<file path="src/rtl/mem_pkg.sv">
// Shared types and default widths for the multi-cycle data memory responder.
package mem_pkg;

    localparam int unsigned WORD_LEN     = 8;
    localparam int unsigned MEM_ADDR_LEN = 8;

    typedef enum logic [1:0] {
        IDLE = 2'd0,
        WAIT = 2'd1,
        DONE = 2'd2
    } mem_state_t;

endpackage

</file>
<file path="src/rtl/data_mem_responder_if.sv">
// MEM-stage request/response bundle between the pipeline (master) and the responder (slave).
interface data_mem_responder_if
    import mem_pkg::*;
#(
    parameter int unsigned WORD_LENGTH = WORD_LEN,
    parameter int unsigned ADDR_LENGTH = MEM_ADDR_LEN
);

    logic                   req_valid;
    logic                   req_write;
    logic [ADDR_LENGTH-1:0] req_addr;
    logic [WORD_LENGTH-1:0] req_wdata;
    logic                   stall;
    logic                   busy;
    logic                   resp_valid;
    logic [WORD_LENGTH-1:0] resp_rdata;

    modport master (
        output req_valid, req_write, req_addr, req_wdata,
        input  stall, busy, resp_valid, resp_rdata
    );

    modport slave (
        input  req_valid, req_write, req_addr, req_wdata,
        output stall, busy, resp_valid, resp_rdata
    );

endinterface

</file>
<file path="src/rtl/data_mem_array.sv">
// DEPTH x WORD_LENGTH storage: async active-low clear, synchronous write, combinational read.
module data_mem_array
    import mem_pkg::*;
#(
    parameter int unsigned WORD_LENGTH = WORD_LEN,
    parameter int unsigned ADDR_LENGTH = MEM_ADDR_LEN,
    parameter int unsigned DEPTH       = 256
) (
    input  logic                   i_clk,
    input  logic                   i_rst_n,
    input  logic                   i_we,
    input  logic [ADDR_LENGTH-1:0] i_addr,
    input  logic [WORD_LENGTH-1:0] i_wdata,
    output logic [WORD_LENGTH-1:0] o_rdata
);

    localparam int unsigned IDX_W = (DEPTH > 1) ? $clog2(DEPTH) : 1;

    logic [WORD_LENGTH-1:0] r_mem [DEPTH];
    logic                   w_in_range;
    logic [IDX_W-1:0]       w_idx;

    // Addresses beyond DEPTH neither write nor read anything real.
    assign w_in_range = (32'(i_addr) < DEPTH);
    assign w_idx      = i_addr[IDX_W-1:0];

    always_ff @(posedge i_clk or negedge i_rst_n) begin
        if (!i_rst_n) begin
            for (int i = 0; i < int'(DEPTH); i++) begin
                r_mem[i] <= '0;
            end
        end else if (i_we && w_in_range) begin
            r_mem[w_idx] <= i_wdata;
        end
    end

    assign o_rdata = w_in_range ? r_mem[w_idx] : '0;

endmodule

</file>
<file path="src/rtl/data_mem_responder.sv">
// Multi-cycle MEM-stage responder: captures one load/store, waits LATENCY cycles, then
// accesses the array and pulses resp_valid, stalling the pipeline until the DONE cycle.
module data_mem_responder
    import mem_pkg::*;
#(
    parameter int unsigned WORD_LENGTH = WORD_LEN,
    parameter int unsigned ADDR_LENGTH = MEM_ADDR_LEN,
    parameter int unsigned DEPTH       = 256,
    parameter int unsigned LATENCY     = 2
) (
    input  logic                 i_clk,
    input  logic                 i_rst_n,
    data_mem_responder_if.slave  bus
);

    localparam int unsigned      CNT_W    = $clog2(LATENCY + 1);
    localparam logic [CNT_W-1:0] CNT_LOAD = CNT_W'(LATENCY - 1);

    mem_state_t             r_state;
    logic [CNT_W-1:0]       r_cnt;
    logic                   r_write;
    logic [ADDR_LENGTH-1:0] r_addr;
    logic [WORD_LENGTH-1:0] r_wdata;
    logic                   r_resp_valid;
    logic [WORD_LENGTH-1:0] r_resp_rdata;

    logic                   w_access;
    logic                   w_we;
    logic [WORD_LENGTH-1:0] w_rdata;

    // The array only ever sees the captured request, never the live bus fields.
    assign w_access = (r_state == WAIT) && (r_cnt == '0);
    assign w_we     = w_access && r_write;

    data_mem_array #(
        .WORD_LENGTH (WORD_LENGTH),
        .ADDR_LENGTH (ADDR_LENGTH),
        .DEPTH       (DEPTH)
    ) u_array (
        .i_clk   (i_clk),
        .i_rst_n (i_rst_n),
        .i_we    (w_we),
        .i_addr  (r_addr),
        .i_wdata (r_wdata),
        .o_rdata (w_rdata)
    );

    always_ff @(posedge i_clk or negedge i_rst_n) begin
        if (!i_rst_n) begin
            r_state      <= IDLE;
            r_cnt        <= '0;
            r_write      <= 1'b0;
            r_addr       <= '0;
            r_wdata      <= '0;
            r_resp_valid <= 1'b0;
            r_resp_rdata <= '0;
        end else begin
            r_resp_valid <= 1'b0;
            case (r_state)
                IDLE: begin
                    if (bus.req_valid) begin
                        r_write <= bus.req_write;
                        r_addr  <= bus.req_addr;
                        r_wdata <= bus.req_wdata;
                        r_cnt   <= CNT_LOAD;
                        r_state <= WAIT;
                    end
                end
                WAIT: begin
                    if (r_cnt == '0) begin
                        // Stores leave the last load result untouched.
                        if (!r_write) begin
                            r_resp_rdata <= w_rdata;
                        end
                        r_resp_valid <= 1'b1;
                        r_state      <= DONE;
                    end else begin
                        r_cnt <= r_cnt - 1'b1;
                    end
                end
                DONE: begin
                    r_state <= IDLE;
                end
                default: begin
                    r_state <= IDLE;
                end
            endcase
        end
    end

    // Stall drops in DONE so the pipeline advances on the response cycle.
    assign bus.stall      = bus.req_valid && (r_state != DONE);
    assign bus.busy       = (r_state != IDLE);
    assign bus.resp_valid = r_resp_valid;
    assign bus.resp_rdata = r_resp_rdata;

endmodule

</file>
<file path="src/flat_wrapper.sv">
// flat-port wrapper written by rule: the top's interface ports become plain ports
module data_mem_responder_flat import mem_pkg::*;
#(
    parameter int unsigned WORD_LENGTH = WORD_LEN,
    parameter int unsigned ADDR_LENGTH = MEM_ADDR_LEN,
    parameter int unsigned DEPTH       = 256,
    parameter int unsigned LATENCY     = 2
)
  (i_clk, i_rst_n, bus_req_valid, bus_req_write, bus_req_addr, bus_req_wdata, bus_stall, bus_busy, bus_resp_valid, bus_resp_rdata);
  data_mem_responder_if #(.WORD_LENGTH(WORD_LENGTH), .ADDR_LENGTH(ADDR_LENGTH)) bus_i ();
  input  logic i_clk;
  input  logic i_rst_n;
  input wire logic [$bits(bus_i.req_valid)-1:0] bus_req_valid;
  input wire logic [$bits(bus_i.req_write)-1:0] bus_req_write;
  input wire logic [$bits(bus_i.req_addr)-1:0] bus_req_addr;
  input wire logic [$bits(bus_i.req_wdata)-1:0] bus_req_wdata;
  output wire logic [$bits(bus_i.stall)-1:0] bus_stall;
  output wire logic [$bits(bus_i.busy)-1:0] bus_busy;
  output wire logic [$bits(bus_i.resp_valid)-1:0] bus_resp_valid;
  output wire logic [$bits(bus_i.resp_rdata)-1:0] bus_resp_rdata;
  assign bus_i.req_valid = bus_req_valid;
  assign bus_i.req_write = bus_req_write;
  assign bus_i.req_addr = bus_req_addr;
  assign bus_i.req_wdata = bus_req_wdata;
  assign bus_stall = bus_i.stall;
  assign bus_busy = bus_i.busy;
  assign bus_resp_valid = bus_i.resp_valid;
  assign bus_resp_rdata = bus_i.resp_rdata;
  data_mem_responder #(.WORD_LENGTH(WORD_LENGTH), .ADDR_LENGTH(ADDR_LENGTH), .DEPTH(DEPTH), .LATENCY(LATENCY)) u_core (.i_clk(i_clk), .i_rst_n(i_rst_n), .bus(bus_i));
endmodule
</file>
<file path="config.mk">
export PLATFORM = sky130hd
export DESIGN_NAME = data_mem_responder_flat
export DESIGN_NICKNAME = d
export VERILOG_FILES = /design/src/rtl/mem_pkg.sv /design/src/rtl/data_mem_responder_if.sv /design/src/rtl/data_mem_array.sv /design/src/rtl/data_mem_responder.sv /design/src/flat_wrapper.sv
export SDC_FILE = /design/constraint.sdc
export NUM_CORES = 2
export LEC_CHECK = 0
export ABC_AREA = 0
export CAP_MARGIN = 25
export CORE_UTILIZATION = 45
export DETAILED_ROUTE_END_ITERATION = 12
export PLACE_DENSITY = 0.72
export SETUP_SLACK_MARGIN = 0.15
export SLEW_MARGIN = 5
export SYNTH_ARGS = -nofsm -noshare
export SYNTH_HDL_FRONTEND = slang
export SYNTH_SLANG_ARGS = --single-unit
</file>
<file path="constraint.sdc">
create_clock -name i_clk -period 2.6 [get_ports i_clk]
set_input_delay 0.39 -clock i_clk [delete_from_list [all_inputs] [get_ports i_clk]]
set_output_delay 0.39 -clock i_clk [all_outputs]
set_load 0.01 [all_outputs]
</file>
# After elaboration in Yosys (flattened, before gate mapping)
# Cells that the tools add are included.
# Widths: inputs -> output; s select.
totals:
  input_bits: 20
  word_cells: 298
  reg_bits: 2078
  output_inout_bits: 11
op_classes:
  bitwise: 2
  addsub: 1
  n_mux: 13
  eq_ne: 5
  n_reduce_logical: 12
  magnitude_cmp: 2
ops:
  columns: ["cell", "count"]
  rows:
  - ["$bwmux 2048", 1]
  - ["$bmux 8 s8", 1]
  - ["$demux 8 s8", 1]
  - ["$mux 8", 3]
  - ["$ge 9x9->1 const B", 1]
  - ["$lt 9x1->1 const B", 1]
  - ["$not 8->9", 1]
  - ["$ne 2x2->1 const B", 4]
  - ["$pmux 2 s2", 2]
  - ["$mux 2", 3]
  - ["$reduce_and 3->1", 2]
  - ["$logic_and 1x1->1", 4]
  - ["$logic_not 2->1", 2]
  - ["$reduce_and 2->1", 2]
  - ["$reduce_bool 2->1", 2]
  - ["$eq 2x1->1 const B", 1]
  - ["$mux 1", 2]
  - ["$sub 2x1->2 const B", 1]
  - ["$not 1->1", 1]

# Logic depth before layout (Yosys ltp)
logic_depth:
  word_depth: 6
  depth_mapped: 13
  depth_no_buf: 9

# Modules after synthesis
# From an unflattened synthesis, not the netlist that was laid out.
unflattened:
  hier_cells: 5912
  hier_area_um2: 93992.6
modules_own_cells:
  columns: ["mod", "cells_each", "seq_area_each_um2", "instances", "area_each_um2"]
  rows:
  - ["data_mem_array", 5832, 51249.2, 1, 92711.4]
  - ["data_mem_responder", 80, 750.7, 1, 1281.2]

# Worst setup path before layout
# No wires, ideal clock.
synth_timing:
  path_type: "register -> register"
  start: "register u_core.r_addr[1]"
  end: "register u_core.r_resp_rdata[2] (netlist: u_core.bus.resp_rdata[2])"
  slack_ns: 0.033
  path_stages_with_launch: 10
  t_arrival_ns: 2.441
  required_ns: 2.474
  setup_ns: 0.126
  period_less_slack_ns: 2.567
  n_path_buf: 4
  cell_sequence: "dfrtp_1 > buf_6 > buf_6 > buf_6 > buf_2 > mux4_2 > mux4_2 > a211oi_1 > o21ai_1 > o32a_1"
synth_between:
  elab_chain_cells: 4
synth_rtl:
  columns: ["element", "line", "rtl"]
  rows:
  - ["from (decl)", "data_mem_responder.sv:22", "logic [ADDR_LENGTH-1:0] r_addr;"]
  - ["from (signal assigned)", "data_mem_responder.sv:63", "r_addr <= bus.req_addr;"]
  - ["$not 8->9 (not written as such)", "data_mem_array.sv:37", "assign o_rdata = w_in_range ? r_mem[w_idx] : '0;"]
  - ["$bmux 8 s8", "data_mem_array.sv:37", null]
  - ["$mux 8 (not written as such) (2 in a row)", "data_mem_array.sv:37", null]
  - ["to (signal assigned)", "data_mem_responder.sv:73", "r_resp_rdata <= w_rdata;"]
  - ["to (decl)", "data_mem_responder.sv:25", "logic [WORD_LENGTH-1:0] r_resp_rdata;"]
# Every way passes these cells. The select of a mux whose other input is x is not followed.
# A chain may end at the register's enable or synchronous reset.

# Worst setup path after layout
layout_timing:
  start: "register u_core.r_addr[1]"
  end: "register u_core.r_resp_rdata[5] (netlist: u_core.bus.resp_rdata[5])"
# The elaborated chain is that of the path after synthesis.

==> results_dict.tcl <==
set metrics [dict create \
    status "finished with violations" \
    violations "negative setup slack" \
    wl_met1_mm 122 \
    synth_area_per_cell_um2 15.4 \
    setup_viol 1577 \
    drtIter0Drc 6110 \
    vias_per_cell 6.19 \
    clk_latency_ns 0.88 \
    initial_utilization_pct 45.5 \
    dpl.hpwl_mm 197 \
    final_cell_mix "dfrtp_1 (2065), mux2_2 (1529), buf_4 (594), mux2_4 (485), mux4_2 (475)" \
    p_sw_w 0.0392 \
    grt_start_max_net_pins 123 \
    h-tree-depth 4 \
    p_clk_share_pct 28.7 \
    worstPathArrival_ns 3.73 \
    drt_first_pass_iters 6 \
    async_flop_share_pct 100 \
    multi_input_area_um2 44500 \
    synth.distinct_cells 68 \
    yosys.area_share.simple_pct 2.94 \
    clkTransAtPathRegs_ns 0.06 \
    final_cells 9939 \
    seqCellArea_um2 52000 \
    ys_ff_latch 2078 \
    top_layer "met5" \
    timing.fmax_ghz 0.336 \
    crit_type "reg2reg" \
    dieArea_um2 212000 \
    netlist_instances 6128 \
    grt_usage_pct 27.9 \
    p_total_w 0.108 \
    numCtsBuffers 211 \
    first_global_vias 63900 \
    core_area_um2 208000 \
    syn2layout_area_growth_pct 26.9 \
    slew_headroom_pct 22.5 \
    grt-ovfl-total 0 \
    worst_ep_required_time_ns 3.35 \
    yosys_warnings 0 \
    syn_nets 6149 \
    ys_seq_area_share_pct 54.9 \
    powerDensity_nw_per_um2 902 \
    synth_adder_area_share_pct 0.0132 \
    dr_wl_met3_mm 25.0 \
    fin_crit_sh_pct 115 \
    synth_area_um2 94700 \
    drc 0 \
    maxSlewViolCount 0 \
    cp-start-kind "register" \
    crit_path_end_kind "register" \
    design_area_um2 120000 \
    finalHoldViolCount 0 \
    dp_cells 9441 \
    synth_xor_xnor_area_share_pct 0 \
    rsz0062_at_grt "yes" \
    io_pins 31 \
    intPower_w 0.0692 \
    place_ws_ns -0.743 \
    hold_path.class "in2async" \
    tightest_slew_ns 1.16 \
    cts-root-buf "clkbuf_16" \
    place.port_buffers 30 \
    cts_tree "built" \
    clockBufferDepth 3 \
    pwr-share-seq_pct 34.6 \
    gp_congestion 0.937 \
    route.met2.wl_mm 136 \
    layout_commonest_cell "dfrtp_1" \
    utilization_pct 57.7 \
    maxCapViolCount 0 \
    antenna_found_initial 10 \
    leakage_nw 57.4 \
    wire_per_inst_um 30.1 \
    fin_nets 7001 \
    nFillCells 15400 \
    clkSinkCount 2078 \
    drtAntennaViolNets 0 \
    clock_skew_ns 0.0498 \
    power_frac_comb_pct 36.8 \
    swShare_pct 36.2 \
    drive_gt1_share_pct 59.3 \
    synth_mux_area_share_pct 37.5 \
    peakVddDrop_v 0.000976 \
    synth_top_family_by_area "multiplexers" \
    die_h_um 461 \
    die_x_um 461 \
    grt_pass1_wl_mm 437 \
    dr_total_vias 61500 \
    synth_compound_area_share_pct 2.30 \
    setup_ws_ns -0.378 \
    drt-total-wl_mm 299 \
    critPathMaxFanout 15 \
    ys.flop_type "dfrtp_1" \
    synth_edf_count 0 \
    placed_area_um2 106000 \
    fin_crit_ns 2.98 \
    rows 167 \
]
[metal layers]
layer / vias to the layer above / track usage (%)
li1: 24600 / -
met1: 33400 / 38.2
met2: 2686 / 42.0
met3: 766 / 6.43
met4: 12 / 13.1
met5: - / 0
[flip-flops by register name, summed over array words and instances (netlist names)]
register	flops
u_core.bus.resp_rdata	8
u_core.bus.resp_valid	1
u_core.r_addr	8
u_core.r_cnt	2
u_core.r_state	2
u_core.r_wdata	8
u_core.r_write	1
u_core.u_array.r_mem	2048
[worst paths after layout]
path | from | endpoint | slack, ns | cells after the start
max in group asynchronous | i_rst_n | u_core.u_array.r_mem[356] | 1.25 | 4
min in group i_clk | bus_req_wdata[0] | u_core.r_wdata[0] | 0.13 | 2
worst max register to register | u_core.r_addr[1] | u_core.bus.resp_rdata[5] | -0.38 | 10
worst min-delay path | i_rst_n | u_core.u_array.r_mem[122] | 0.13 | 2
worst max-delay path | u_core.r_addr[1] | u_core.bus.resp_rdata[5] | -0.38 | 10
worst min register to register | u_core.u_array.r_mem[1384] | u_core.u_array.r_mem[1384] | 0.49 | 1
[power by group through the flow]
| stage | registers [W] | logic (W) | clock network [W] |
|---|---|---|---|
| floorplan | 0.0361 | 0.0180 | 0 |
| global placement | 0.0379 | 0.0329 | 0 |
| detailed placement | 0.0381 | 0.0333 | 0 |
| CTS | 0.0375 | 0.0366 | 0.0314 |
| global route | 0.0376 | 0.0409 | 0.0327 |
| finish | 0.0375 | 0.0399 | 0.0311 |
[cell usage after synthesis, drive strengths merged, types with 2 or more instances]
master	count	area, um^2
and3	3	18.8
o41ai	7	61.3
a32oi	17	149
a2111oi	6	52.6
nand3	29	150
mux2i	137	1370
a22o	5	43.8
nand3b	4	30.0
o32ai	2	17.5
nand2b	9	56.3
o22a	10	87.6
or3b	4	35.0
o211ai	7	52.6
a32o	4	40.0
or4	3	22.5
nand4	14	87.6
buf	162	1040
o31ai	2	15.0
dfrtp	2078	52000
nor2b	13	81.3
a21oi	41	205
and3b	2	17.5
a22oi	45	338
a211oi	16	120
nor3	31	175
a31oi	14	87.6
or3	3	18.8
o22ai	63	394
nor2	187	952
and2	6	37.5
clkbuf	287	1080
a41oi	2	17.5
mux4	475	10700
o221ai	13	114
nor4	4	25.0
o32a	3	30.0
a221oi	11	96.3
or2	4	25.0
o21ai	32	160
nand2	263	1020
o2111ai	4	35.0
inv	11	41.3
mux2	2084	23500
[final cells by class]
class / instances / share of cell area [%]
Multi-Input combinational cell: 3590 / 37.0
Sequential cell: 2078 / 43.3
Clock inverter: 78 / 0.802
Tap cell: 2788 / 2.90
Timing Repair Buffer: 1088 / 10.8
Inverter: 11 / 0.0625
Clock buffer: 303 / 5.07
Antenna cell: 3 / 0.00625
[stage by stage]
stage / TNS (ns) / hold slack [ns]
3_5_place_dp: -246.80 / 0.348
6_report: -160.62 / 0.128
2_1_floorplan: 0 / 0.0944
4_1_cts: -27.93 / 0.0980
3_3_place_gp: -262.72 / 0.336
5_1_grt: -201.84 / 0.109
[what timing repair did]
action	CTS	global route
cloned	11	4
hold endpoints to repair	543	0
setup buffers	54	44
pin swaps	57	112
hold buffers	1	0
resized for setup	385	851
setup endpoints to repair	2063	2048
[worst max-delay path: stages, from the launching register on]
cell,delay (ns)
dfrtp_4,0.46
buf_12,0.18
buf_16,0.19
buf_6,0.26
mux4_2,0.54
o22ai_1,0.32
nor3_4,0.08
o22ai_2,0.26
buf_4,0.19
nor3_4,0.05
o32a_1,0.28
[kinds of logic (layout without fill, tap and decap cells)]
kind of cell | after synthesis | after routing
compound gates | 311 | 311
mux | 2696 | 2696
buf+inv | 460 | 1480
other cells | 0 | 3
flops | 2078 | 2078
simple gates | 582 | 582
fa+ha+maj | 1 | 1
(Power assumes the default switching activity.)
